### config.mk
export PLATFORM = sky130hd
export DESIGN_NAME = bcd_updown_counter_n
export DESIGN_NICKNAME = d
export VERILOG_FILES = /design/src/rtl/bcd_updown_counter_n.sv
export SDC_FILE = /design/constraint.sdc
export NUM_CORES = 1
export LEC_CHECK = 0
export BUFFER_PORTS_ARGS = -buffer_cell sky130_fd_sc_hd__buf_2
export CORE_UTILIZATION = 57
export CTS_CLUSTER_SIZE = 30
export DETAILED_ROUTE_END_ITERATION = 12
export PLACE_DENSITY = 0.87
export SYNTH_ARGS = -nofsm -noshare
export SYNTH_HDL_FRONTEND = slang
export SYNTH_SLANG_ARGS = --single-unit
### constraint.sdc
create_clock -name clk -period 2.85 [get_ports clk]
set_clock_uncertainty 0.1 [all_clocks]
set_input_delay 0.1425 -clock clk [delete_from_list [all_inputs] [get_ports clk]]
set_output_delay 0.1425 -clock clk [all_outputs]
set_load 0.01 [all_outputs]
### src/rtl/bcd_updown_counter_n.sv
// N-digit packed-BCD up/down counter with tick prescaler, preset loading and limit flags.
// Define BCD_WRAP_EN to wrap at the limits instead of saturating.
module bcd_updown_counter_n #(
  parameter int DIGITS   = 4,
  parameter int TICK_DIV = 1048576
) (
  input  logic                  clk,
  input  logic                  reset,
  input  logic                  enable,
  input  logic                  load,
  input  logic                  up,
  input  logic [1:0]            mode,
  input  logic [4*DIGITS-1:0]   preset,
  output logic [4*DIGITS-1:0]   count,
  output logic                  at_zero,
  output logic                  at_max,
  output logic                  terminal
);

  localparam int W  = 4 * DIGITS;
  localparam int PW = (TICK_DIV > 1) ? $clog2(TICK_DIV) : 1;
  localparam int LO = DIGITS / 2;
  localparam logic [PW-1:0] P_LAST = PW'(TICK_DIV - 1);

  typedef enum logic [1:0] {
    LOAD_ZERO  = 2'b00,
    LOAD_UPPER = 2'b01,
    LOAD_NINES = 2'b10,
    LOAD_FULL  = 2'b11
  } load_mode_e;

  logic [PW-1:0] prescaler;
  logic          tick;
  logic [W-1:0]  count_inc;
  logic [W-1:0]  count_dec;
  logic [W-1:0]  load_raw;
  logic [W-1:0]  load_value;
  logic [W-1:0]  stepped;
  logic          all_nines;
  logic          all_zero;
  logic          limit_hit;

  assign tick = (prescaler == P_LAST);

  // Full ripple: a digit moves only while every lower digit carried or borrowed.
  always_comb begin
    logic carry;
    logic borrow;
    // NOTE: every comb output gets a default first so no path leaves it unassigned (no latch).
    count_inc = count;
    count_dec = count;
    carry     = 1'b1;
    borrow    = 1'b1;
    for (int i = 0; i < DIGITS; i++) begin
      if (carry) begin
        if (count[4*i +: 4] == 4'd9) begin
          count_inc[4*i +: 4] = 4'd0;
        end else begin
          count_inc[4*i +: 4] = count[4*i +: 4] + 4'd1;
          carry = 1'b0;
        end
      end
      if (borrow) begin
        if (count[4*i +: 4] == 4'd0) begin
          count_dec[4*i +: 4] = 4'd9;
        end else begin
          count_dec[4*i +: 4] = count[4*i +: 4] - 4'd1;
          borrow = 1'b0;
        end
      end
    end
  end

  always_comb begin
    all_nines = 1'b1;
    for (int i = 0; i < DIGITS; i++) begin
      if (count[4*i +: 4] != 4'd9) all_nines = 1'b0;
    end
  end

  assign all_zero = (count == '0);
  assign at_zero  = all_zero;
  assign at_max   = all_nines;

  always_comb begin
    load_raw = '0;
    case (load_mode_e'(mode))
      LOAD_ZERO:  load_raw = '0;
      LOAD_UPPER: begin
        load_raw = preset;
        for (int i = 0; i < LO; i++) load_raw[4*i +: 4] = 4'd0;
      end
      LOAD_NINES: begin
        for (int i = 0; i < DIGITS; i++) load_raw[4*i +: 4] = 4'd9;
      end
      LOAD_FULL:  load_raw = preset;
      default:    load_raw = '0;
    endcase
  end

  // Non-decimal digits are zeroed one digit at a time.
  always_comb begin
    load_value = load_raw;
    for (int i = 0; i < DIGITS; i++) begin
      if (load_raw[4*i +: 4] > 4'd9) load_value[4*i +: 4] = 4'd0;
    end
  end

  assign limit_hit = up ? all_nines : all_zero;

`ifdef BCD_WRAP_EN
  // The ripple already rolls 9..9 -> 0..0 and 0..0 -> 9..9.
  assign stepped = up ? count_inc : count_dec;
`else
  assign stepped = limit_hit ? count : (up ? count_inc : count_dec);
`endif

  always_ff @(posedge clk) begin
    // NOTE: sequential state uses non-blocking assignments so every register samples pre-edge values.
    if (reset) begin
      count     <= '0;
      prescaler <= '0;
      terminal  <= 1'b0;
    end else begin
      terminal <= 1'b0;
      if (load) begin
        count     <= load_value;
        prescaler <= '0;
      end else begin
        prescaler <= tick ? '0 : prescaler + PW'(1);
        if (tick && enable) begin
          count    <= stepped;
          terminal <= limit_hit;
        end
      end
    end
  end

endmodule
Word-level counts from Yosys, hierarchy flattened
Cells that the tools add are included.
- register bits: 37
- latch bits: 0
- memory bits (writable): 0
- bits in read-only memories: 0
- bits of input ports: 23
- output and inout bits: 19
- word-level logic and storage cells: 91
- memories: 0
- $add $sub $neg: 9
- multipliers: 0
- div/mod/pow operators: 0
- order comparisons: 4
- equality and inequality tests: 16
- shift-type cells: 0
- multiplexer cells: 38
- bitwise operators: 1
- reduce and logical (&&, ||, !) cells: 17
- operator list (kind ; number):
    $mux W4 ; 18
    $mux W16 ; 4
    $pmux W16 S4 ; 1
    $add A20 B1 Y20 const B ; 1
    $eq A20 B20 Y1 const B ; 1
    $add A4 B1 Y4 const B ; 4
    $eq A4 B4 Y1 const B ; 4
    $gt A4 B4 Y1 const B ; 4
    $logic_not A16 Y1 ; 1
    $logic_not A4 Y1 ; 4
    $ne A4 B4 Y1 const B ; 4
    $sub A4 B1 Y4 const B ; 4
    $mux W1 ; 15
    $reduce_and A4 Y1 ; 3
    $ne A3 B2 Y1 const B ; 3
    $reduce_bool A3 Y1 ; 3
    $reduce_or A3 Y1 ; 2
    $eq A2 B2 Y1 const B ; 2
    $eq A2 B1 Y1 const B ; 1
    $logic_not A2 Y1 ; 1
    $ne A2 B2 Y1 const B ; 1
    $reduce_and A2 Y1 ; 1
    $reduce_bool A2 Y1 ; 1
    $logic_and A1 B1 Y1 ; 1
    $not A1 Y1 ; 1

Longest topological paths before layout
Gate-level depths: netlist (run 1).
- depth after elaboration: 9
- depth in mapped cells: 8
- mapped depth without buffers: 6

Worst setup path before layout (run 1)
OpenSTA, ideal clock, no wires.
- path kind: register -> register
- start: reg count[7]
- end: reg count[10]
- library setup time: 0.121 ns
- arrival: 2.092 ns
- required time: 2.629 ns
- path slack: 0.537 ns
- cell stages (with the launch flop): 7
- path buffers: 1
- clock period less this slack: 2.313 ns
- cell sequence: dfxtp_1 buf_2 nor4bb_1 nand4_1 mux2_2 a31oi_2 mux2_2
- cells in the longest elaborated chain, start to end: 7
- elaborated cells between the ends (all ways): 16
- classes of those cells: eq/ne: 4; mux: 8; reduce/logical: 4
- ends and longest elaborated chain (element ; RTL line ; source):
    start: declaration ; 14 ; output logic [4*DIGITS-1:0] count,
    start signal: assignment ; 127 ; count <= load_value;
    start signal: assignment ; 132 ; count <= stepped;
    $ne A4 B4 Y1 ; 77 ; if (count[4*i +: 4] != 4'd9) all_nines = 1'b0;
    $mux W1 (3 in a row) ; 77 ;
    $mux W1 ; 109 ; assign limit_hit = up ? all_nines : all_zero;
    $ne A2 B2 Y1 (no line) ; n/a ;
    $reduce_and A4 Y1 (no line) (*) ; n/a ;
Every way passes the cells marked *; elsewhere a longest branch is shown, timed or not.
A chain may end at the register's enable or synchronous reset.

Final worst setup path (run 1)
- start: reg count[4]
- end: reg count[9]
The elaborated chain is that of the path after synthesis.

==> impl_metrics.py, run 1 <==
metrics = {
    "clock_tree": {
        "cts_buffers": 5,
        "cts_setup_buffers": 0,
        "cts_max_path_buffers": 2,
        "cts.sinks": 37,
        "h-tree-depth": 2,
        "cts.repair.resized": 0,
        "cts_root_buf": "clkbuf_8",
        "holdBufCountCts": 0,
        "clkSlewWorstSetupHoldPaths_ns": 0.07,
        "cts_tree": "done",
        "clk_latency_ns": 0.29,
    },
    "worst_setup_path": {
        "ff2ff_setup_slack_ns": 0.18,
        "cp_slowest_stage_delay_ns": 0.67,
        "worst-path-buf-inv": 0,
        "cp_cell_sequence": "nor4_1 > nand4_1 > mux2_2 > a31oi_2 > mux2_2",
        "crit_slowest_cell": "nor4_1",
        "r2r_start": "count[4]",
        "critPathArrivalTime_ns": 2.76,
        "start_kind": "flip-flop",
        "crit_type": "reg2reg",
        "r2r_end": "count[9]",
        "reg2regPathDepth": 5,
        "critical_path.max_fanout": 14,
        "cp-end-kind": "flip-flop",
        "critPathTopFamily": "simple AND/OR/NAND/NOR gates",
        "crit_top_cell": "mux2_2",
        "crit_required_ns": 2.94,
    },
    "detailed_routing": {
        "ant_nets": 0,
        "dr.pass1.iters": 5,
        "routed_wl_um": 6250,
        "wl_met2_um": 2970,
        "drt_iter0_drc": 149,
        "viasPerCell": 6.37,
        "wl_met3_um": 369,
        "drc": 0,
        "wl_per_cell_um": 14.9,
        "wl_met1_um": 2770,
        "top_layer": "met4",
        "num_vias": 2683,
    },
    "synth": {
        "syn-num-nets": 365,
        "async_reset_ff_frac": 0,
        "syn_inst": 341,
        "syn_avg_cell_area_um2": 7.63,
        "synth_seq_cells": 37,
        "synth-edff-count": 0,
        "yosysUniqueCellTypes": 57,
        "synth_warnings": 0,
        "synth_flop_cell": "dfxtp_1",
        "synth-seq-area-share": 0.285,
        "syn_area_um2": 2600,
    },
    "floorplan": {
        "die_y_um": 69.6,
        "die_w_um": 69.6,
        "core_area_um2": 4380,
        "std_cell_rows": 24,
        "dieArea_um2": 4840,
        "ios": 42,
        "initial_core_util": 0.593,
    },
    "sta": {
        "rsz0062_at_grt": "no",
        "fin_crit_ns": 2.67,
        "setup_ws_ns": 0.179,
        "fin_worst_hold_slack_ns": 0.101,
        "fin_setup_tns_ns": 0,
        "maxSlewViolCount": 0,
        "slew_headroom": 0.541,
        "worstMarginPinSlew_ns": 0.682,
        "setup-violations-final": 0,
        "fin_crit_sh": 0.937,
        "fmax_mhz": 374,
        "finalHoldViolCount": 0,
    },
    "global_route": {
        "antenna_found_initial": 0,
        "grt_overflow_total": 0,
        "grt_start_max_net_pins": 32,
        "first_global_vias": 2395,
        "grt_pass1_wl_um": 10800,
        "grt_usage": 0.273,
    },
    "min_path": {
        "hp-class": "in2reg",
        "holdPathEnd": "count[12]",
        "hold_path_depth": 3,
        "min_from": "preset[12]",
    },
    "power": {
        "total_power_mw": 1.14,
        "p_per_area_nw_per_um2": 394,
        "ir_worst_vdd_mv": 0.364,
        "power_leakage_nw": 1.11,
    },
    "job": {
        "cap_violations": 0,
    },
    "cells_and_area": {
        "drive_gt1_frac": 0.179,
        "antennaDiodeCount": 0,
        "area_delta_synth_final_pct": 11.6,
        "fin_cells": 421,
        "layout.nets": 393,
        "seq_area_um2": 741,
        "multi_input_area_um2": 1720,
        "fillerInstances": 393,
    },
    "place": {
        "hpwlAfterDp_um": 4500,
        "gp_congestion": 0.898,
        "preCtsSetupSlack_ns": 0.252,
        "dp.cells": 414,
        "port_buffers": 41,
    },
    "status": {
        "outcome": "finished clean",
    },
}
[cells in the mapped netlist, drive strengths merged, types with 5 or more instances]
cell | number | share of area
and3 | 6 | 0.014
mux2 | 5 | 0.022
inv | 8 | 0.012
nand3 | 11 | 0.023
a21oi | 16 | 0.031
xor2 | 14 | 0.047
clkbuf | 18 | 0.026
dfxtp | 37 | 0.28
and4 | 6 | 0.020
nor2b | 9 | 0.022
xnor2 | 11 | 0.037
nor4 | 13 | 0.031
o21ai | 16 | 0.031
nor2 | 34 | 0.049
nand2 | 30 | 0.043
a31oi | 8 | 0.022
buf | 9 | 0.015
nor3 | 7 | 0.013
nand4 | 12 | 0.029
[cell families after synthesis]
logic type	share of synthesized area
AND/OR/NAND/NOR	0.315
adder cells (fa/ha/maj)	0.00481
flip-flops	0.285
XOR/XNOR	0.0842
AO/OA/AOI/OAI	0.220
buffers and inverters	0.0543
multiplexers	0.0370
[per-stage QoR]
step,area [um^2],util
2_1_floorplan,2600,-
3_3_place_gp,2820,0.642
3_5_place_dp,2820,0.642
4_1_cts,2900,0.662
5_1_grt,2900,0.662
6_report,2900,0.662
[worst register-to-register path, stage by stage (launching register included)]
cell and delay (ns):
dfxtp_1 0.43, nor4_1 0.67, nand4_1 0.33, mux2_2 0.39, a31oi_2 0.29, mux2_2 0.36
[sequential cells by signal, indices dropped and copies added, names as in the netlist]
name / flops
count: 16
terminal: 1
prescaler: 20
[power breakdown]
part           internal (mW)  switching [mW]  total, mW  leakage [nW]
sequential             0.530          0.0348      0.565         0.300
combinational         0.0924           0.121      0.213         0.770
clock                  0.192           0.174      0.365        0.0443
[cell type report]
| type | count | area share |
|---|---|---|
| timing repair buffer | 48 | 0.0888 |
| inverter | 9 | 0.0116 |
| multi-input combinational | 268 | 0.592 |
| clock buffer | 7 | 0.0297 |
| tap | 52 | 0.0224 |
| sequential | 37 | 0.255 |
[worst max path at each step]
stage           endpoint  depth (start not counted)      from  slack [ns]
2_1_floorplan  count[10]                          6  count[7]        0.54
3_3_place_gp    count[9]                          5  count[4]        0.38
3_5_place_dp    count[9]                          5  count[4]        0.25
4_1_cts         count[9]                          5  count[4]        0.25
5_1_grt         count[9]                          5  count[4]        0.03
6_report        count[9]                          5  count[4]        0.18
[layer usage]
| metal | track usage | vias to the layer above |
|---|---|---|
| li1 | - | 1317 |
| met1 | 0.353 | 1228 |
| met2 | 0.430 | 123 |
| met3 | 0.0625 | 15 |
| met4 | 0.127 | 0 |
| met5 | 0 | - |
[cells in the final DEF (no fill, tap or decap), drive strengths merged, types with 2 or more instances in the layout]
master   synthesis  routed
buf              9      48
dfxtp           37      37
nor2            34      34
nand2           30      30
a21oi           16      16
o21ai           16      16
xor2            14      14
nor4            13      13
nand4           12      12
xnor2           11      11
nand3           11      11
nor2b            9       9
inv              8       8
a31oi            8       8
nor3             7       7
clkbuf          18       7
and4             6       6
and3             6       6
mux2             5       5
nor4bb           4       4
o22ai            4       4
o31ai            4       4
a311oi           4       4
a21o             4       4
mux2i            4       4
a22o             3       3
or4              3       3
nand4b           3       3
nand2b           3       3
o21bai           3       3
o2bb2ai          3       3
o211ai           3       3
a211oi           3       3
nand3b           2       2
a2bb2oi          2       2
a22oi            2       2
nor4b            2       2
Note: power is estimated with default switching activity, not from simulation.
==> run 2, diff against run 1 <==
HOLD_SLACK_MARGIN = 0.15   (was default)
==> run 2 against run 1 <==
  * Count of clock-buffer cells in the layout unchanged
  * Sequential cell count stayed put
  * Sequential power about the same
  * Final cell count rose by 1.2%
  * Routed wire length increased by 2.0%
  * Core utilization up 1.1 points
  * Via count grew 0.11%
  * Critical path depth is the same
  * Hold slack better by 0.078 ns
  * Worst setup slack improved by 0.034 ns
  * Clock power about the same
  * Die area unchanged
  * Highest routed layer unchanged
==> impl_metrics.py, run 2 (synthesis results as in run 1) <==
metrics = {
    "detailed_routing": {
        "drc": 0,
        "dr.pass1.iters": 4,
        "viasPerCell": 6.31,
        "num_vias": 2686,
        "wl_per_cell_um": 15.0,
        "drt_iter0_drc": 164,
        "routed_wl_um": 6380,
        "ant_nets": 0,
    },
    "sta": {
        "finalHoldViolCount": 0,
        "fin_setup_tns_ns": 0,
        "fin_crit_ns": 2.64,
        "maxSlewViolCount": 0,
        "fmax_mhz": 379,
        "setup-violations-final": 0,
        "fin_worst_hold_slack_ns": 0.179,
        "rsz0062_at_grt": "no",
        "fin_crit_sh": 0.925,
        "setup_ws_ns": 0.213,
        "slew_headroom": 0.558,
        "worstMarginPinSlew_ns": 0.657,
    },
    "worst_setup_path": {
        "reg2regPathDepth": 5,
        "cp_cell_sequence": "nor4_1 > nand4_1 > mux2_2 > a31oi_2 > mux2_2",
        "r2r_end": "count[9]",
        "start_kind": "flip-flop",
        "worst-path-buf-inv": 0,
        "critPathArrivalTime_ns": 2.73,
        "ff2ff_setup_slack_ns": 0.21,
        "crit_top_cell": "mux2_2",
        "crit_type": "reg2reg",
        "cp_slowest_stage_delay_ns": 0.65,
        "r2r_start": "count[4]",
        "cp-end-kind": "flip-flop",
        "critPathTopFamily": "simple AND/OR/NAND/NOR gates",
        "critical_path.max_fanout": 14,
        "crit_required_ns": 2.94,
        "crit_slowest_cell": "nor4_1",
    },
    "clock_tree": {
        "clk_latency_ns": 0.29,
        "cts.sinks": 37,
        "h-tree-depth": 2,
        "cts_root_buf": "clkbuf_8",
        "cts_buffers": 5,
        "cts_max_path_buffers": 2,
        "clkSlewWorstSetupHoldPaths_ns": 0.07,
        "cts_tree": "done",
    },
    "global_route": {
        "grt_start_max_net_pins": 32,
        "grt_pass1_wl_um": 10900,
        "antenna_found_initial": 0,
        "grt_usage": 0.277,
        "first_global_vias": 2431,
        "grt_overflow_total": 0,
    },
    "power": {
        "total_power_mw": 1.15,
        "p_per_area_nw_per_um2": 389,
        "p_clk_frac": 0.318,
        "switching_power_mw": 0.331,
        "p_int_mw": 0.818,
        "power.share.sequential": 0.492,
        "p_comb_frac": 0.190,
        "power_leakage_nw": 1.13,
        "ir_worst_vdd_mv": 0.368,
        "sw_frac_of_total": 0.288,
    },
    "floorplan": {
        "dieArea_um2": 4840,
        "core_area_um2": 4380,
        "std_cell_rows": 24,
        "die_y_um": 69.6,
        "ios": 42,
        "die_w_um": 69.6,
        "initial_core_util": 0.593,
    },
    "cells_and_area": {
        "multi_input_area_um2": 1720,
        "seq_area_um2": 741,
        "drive_gt1_frac": 0.176,
        "largest_reg_flops": 20,
        "layout.nets": 398,
        "final_common_cell": "buf_2",
        "largest-register": "prescaler",
        "fillerInstances": 385,
        "final_cell_mix": "buf_2 (41), dfxtp_1 (37), nor2_1 (34)",
        "final_util": 0.674,
        "top_regs": "prescaler (20), count (16), terminal (1)",
        "antennaDiodeCount": 0,
        "area_delta_synth_final_pct": 13.5,
    },
    "job": {
        "cap_violations": 0,
    },
    "place": {
        "port_buffers": 41,
        "gp_congestion": 0.898,
        "hpwlAfterDp_um": 4500,
        "preCtsSetupSlack_ns": 0.252,
    },
    "min_path": {
        "hold_path_depth": 4,
        "hp-class": "in2reg",
        "min_from": "preset[14]",
        "holdPathEnd": "count[15]",
    },
    "status": {
        "outcome": "finished clean",
    },
}
run 2: cell count changes in the layout (fill, tap and decap cells not counted):
cell / before / now
dlygate4sd3_1: 0 / 5
run 2: metal layers:
layer / global-route usage / routed length [um] / vias up / share of wire
met5: 0 / 0 / - / 0
met4: 0.132 / 93 / 0 / 0.015
met3: 0.0625 / 402 / 9 / 0.063
met2: 0.438 / 3060 / 110 / 0.48
met1: 0.358 / 2820 / 1246 / 0.44
li1: - / - / 1321 / -
run 2: power groups by stage:
stage | logic, mW | registers, mW | clock network, mW
3_5_place_dp | 0.210 | 0.576 | 0
5_1_grt | 0.242 | 0.569 | 0.392
4_1_cts | 0.215 | 0.564 | 0.370
3_3_place_gp | 0.205 | 0.574 | 0
6_report | 0.218 | 0.566 | 0.366
2_1_floorplan | 0.160 | 0.560 | 0
run 2: what timing repair did:
item,CTS,global route
endpoints found under the hold margin,4,0
setup buffers,0,0
hold buffers,5,0
gates resized for setup,0,0
run 2: worst max path at each step:
stage / cells past startpoint / end / start / slack [ns]
5_1_grt: 5 / count[9] / count[4] / 0.03
3_5_place_dp: 5 / count[9] / count[4] / 0.25
2_1_floorplan: 6 / count[10] / count[7] / 0.54
6_report: 5 / count[9] / count[4] / 0.21
3_3_place_gp: 5 / count[9] / count[4] / 0.38
4_1_cts: 5 / count[9] / count[4] / 0.25
run 2: through the flow:
stage | cells | cell area (um^2)
2_1_floorplan | 341 | 2600
3_3_place_gp | 414 | 2820
3_5_place_dp | 414 | 2820
4_1_cts | 426 | 2950
5_1_grt | 426 | 2950
6_report | 426 | 2950
run 2: worst reg2reg max path, delay by kind of cell (launching register included):
family | cells | cell delay (ns)
and+or+nand+nor | 2 | 0.97
muxes | 2 | 0.75
DFF | 1 | 0.43
AOI/OAI and AO/OA | 1 | 0.29
run 2: area by class of cell:
cell class                      count  area share
Timing Repair Buffer               53       0.104
Tap cell                           52      0.0220
Inverter                            9      0.0114
Multi-Input combinational cell    268       0.582
Clock buffer                        7      0.0292
Sequential cell                    37       0.251
==> run 3, diff against run 2 <==
BUFFER_PORTS_ARGS = default   (was -buffer_cell sky130_fd_sc_hd__buf_2)
CORE_UTILIZATION = 59   (was 57)
DONT_BUFFER_PORTS = 1   (was default)
PLACE_DENSITY = 0.82   (was 0.87)
RECOVER_POWER = 25   (was default)
==> run 3 against run 2 <==
  * Critical path depth unchanged
  * Routed wire length increased by 11%
  * Fmax shrank 2.2%
  * Hold slack got worse by 0.0013 ns
  * Die area is 3.3% lower
  * Global-route usage is 4.3 points higher
  * Clock power increased by 11%
  * Sequential cell count unchanged
  * Critical endpoint unchanged
  * Largest power group unchanged
==> impl_metrics.py, run 3 (synthesis results as in run 1) <==
metrics = {
    "global_route": {
        "grt_usage": 0.321,
        "globalRouteMet2Util": 0.553,
        "antenna_found_initial": 0,
        "grt_busiest_layer": "met2",
        "grt_pass1_wl_um": 11000,
        "grt.met1_usage": 0.350,
        "grt_start_max_net_pins": 33,
        "first_global_vias": 2513,
        "grt_overflow_total": 0,
        "use_met3": 0.0900,
    },
    "power": {
        "p_per_area_nw_per_um2": 397,
        "ir_worst_vdd_mv": 0.335,
        "power_leakage_nw": 1.06,
        "sw_frac_of_total": 0.286,
        "power.share.sequential": 0.475,
        "switching_power_mw": 0.340,
        "total_power_mw": 1.19,
        "p_int_mw": 0.850,
        "p_clk_frac": 0.343,
        "p_comb_frac": 0.182,
    },
    "worst_setup_path": {
        "cp_cell_sequence": "nor4bb_1 > nand4_1 > mux2_2 > a31oi_2 > mux2_2",
        "crit_required_ns": 2.94,
        "critPathArrivalTime_ns": 2.79,
        "start_kind": "flip-flop",
        "crit_top_cell": "mux2_2",
        "worst-path-buf-inv": 0,
        "critical_path.max_fanout": 11,
        "cp_slowest_stage_delay_ns": 0.55,
        "critPathTopFamily": "simple AND/OR/NAND/NOR gates",
        "crit_slowest_cell": "dfxtp_1",
        "crit_type": "reg2reg",
        "cp-end-kind": "flip-flop",
    },
    "clock_tree": {
        "clkSlewWorstSetupHoldPaths_ns": 0.08,
        "cts_setup_buffers": 0,
        "cts_root_buf": "clkbuf_8",
        "cts_max_path_buffers": 2,
        "cts.sinks": 37,
        "h-tree-depth": 2,
        "clk_latency_ns": 0.30,
        "cts_tree": "done",
        "cts_buffers": 5,
    },
    "sta": {
        "worstMarginPinSlew_ns": 1.11,
        "setup-violations-final": 0,
        "fin_crit_sh": 0.946,
        "rsz0062_at_grt": "no",
        "fin_crit_ns": 2.70,
        "fin_worst_hold_slack_ns": 0.178,
        "fmax_mhz": 371,
        "finalHoldViolCount": 0,
        "fin_setup_tns_ns": 0,
        "slew_headroom": 0.255,
        "maxSlewViolCount": 0,
    },
    "cells_and_area": {
        "area_delta_synth_final_pct": 15.2,
        "final_cell_mix": "dfxtp_1 (37), nor2_1 (34), nand2_1 (30)",
        "drive_gt1_frac": 0.0724,
        "largest-register": "prescaler",
        "final_common_cell": "dfxtp_1",
        "layout.nets": 382,
        "largest_reg_flops": 20,
        "top_regs": "prescaler (20), count (16), terminal (1)",
        "final_util": 0.728,
        "antennaDiodeCount": 0,
    },
    "floorplan": {
        "initial_core_util": 0.632,
        "dieArea_um2": 4680,
        "ios": 42,
        "die_y_um": 68.4,
        "std_cell_rows": 23,
        "die_w_um": 68.4,
        "core_area_um2": 4120,
    },
    "detailed_routing": {
        "drc": 0,
        "drt_iter0_drc": 217,
        "num_vias": 2740,
        "wl_per_cell_um": 17.3,
        "dr.pass1.iters": 5,
        "ant_nets": 0,
        "viasPerCell": 6.70,
        "routed_wl_um": 7090,
    },
    "min_path": {
        "hp-class": "in2reg",
    },
    "status": {
        "outcome": "finished clean",
    },
    "place": {
        "gp_congestion": 0.880,
        "port_buffers": 0,
        "hpwlAfterDp_um": 4230,
    },
    "job": {
        "cap_violations": 0,
    },
}
## run 3: cell types whose count changed in the layout (fill, tap and decap cells not counted), sizes merged
cell,before,now
clkbuf,7,10
buf,48,6
dlygate4sd3,5,27
clkinv,1,2
dlymetal6s4s,0,1
## run 3: timing repair
action,CTS,global route
hold buffers,28,0
gates resized for setup,0,1
endpoints found under the hold margin,19,0
setup endpoints to repair,0,2
## run 3: worst paths after layout
path	start	to	slack [ns]	cells past startpoint
max	count[7]	count[9]	0.15	5
min	load	count[5]	0.18	3
max reg2reg	count[7]	count[9]	0.15	5
min reg2reg	prescaler[0]	prescaler[0]	0.38	1
## run 3: cell type report
| class | count | area [um^2] |
|---|---|---|
| inverter | 9 | 33.8 |
| multi-input combinational | 268 | 1720 |
| tap | 50 | 62.6 |
| sequential | 37 | 741 |
| timing repair buffer | 37 | 339 |
| clock buffer | 7 | 96.3 |
| clock inverter | 1 | 5.00 |
| fill | 319 | 1120 |
## run 3: stage by stage
stage	instance area (um^2)	cells	worst slack, ns
after floorplan	2600	341	0.537
after detailed placement	2620	373	0.270
after CTS	3010	409	0.143
after global placement	2620	373	0.402
final	3000	409	0.153
after global routing	3000	409	0.0309
## run 3: worst reg2reg max path, stage by stage, from the launching register on
cell,delay (ns)
dfxtp_1,0.55
nor4bb_1,0.52
nand4_1,0.35
mux2_2,0.41
a31oi_2,0.30
mux2_2,0.37
## run 3: power groups by stage
stage                     combinational [mW]  clock, mW  sequential, mW
after floorplan                        0.160          0           0.560
after global placement                 0.159          0           0.575
after detailed placement               0.162          0           0.576
after CTS                              0.209      0.413           0.564
after global routing                   0.235      0.445           0.568
final                                  0.217      0.408           0.565
## run 3: per-layer routing
layer / wire [um] / up-vias
li1: - / 1295
met1: 2850 / 1257
met2: 3410 / 153
met3: 559 / 35
met4: 279 / 0
met5: 0 / -
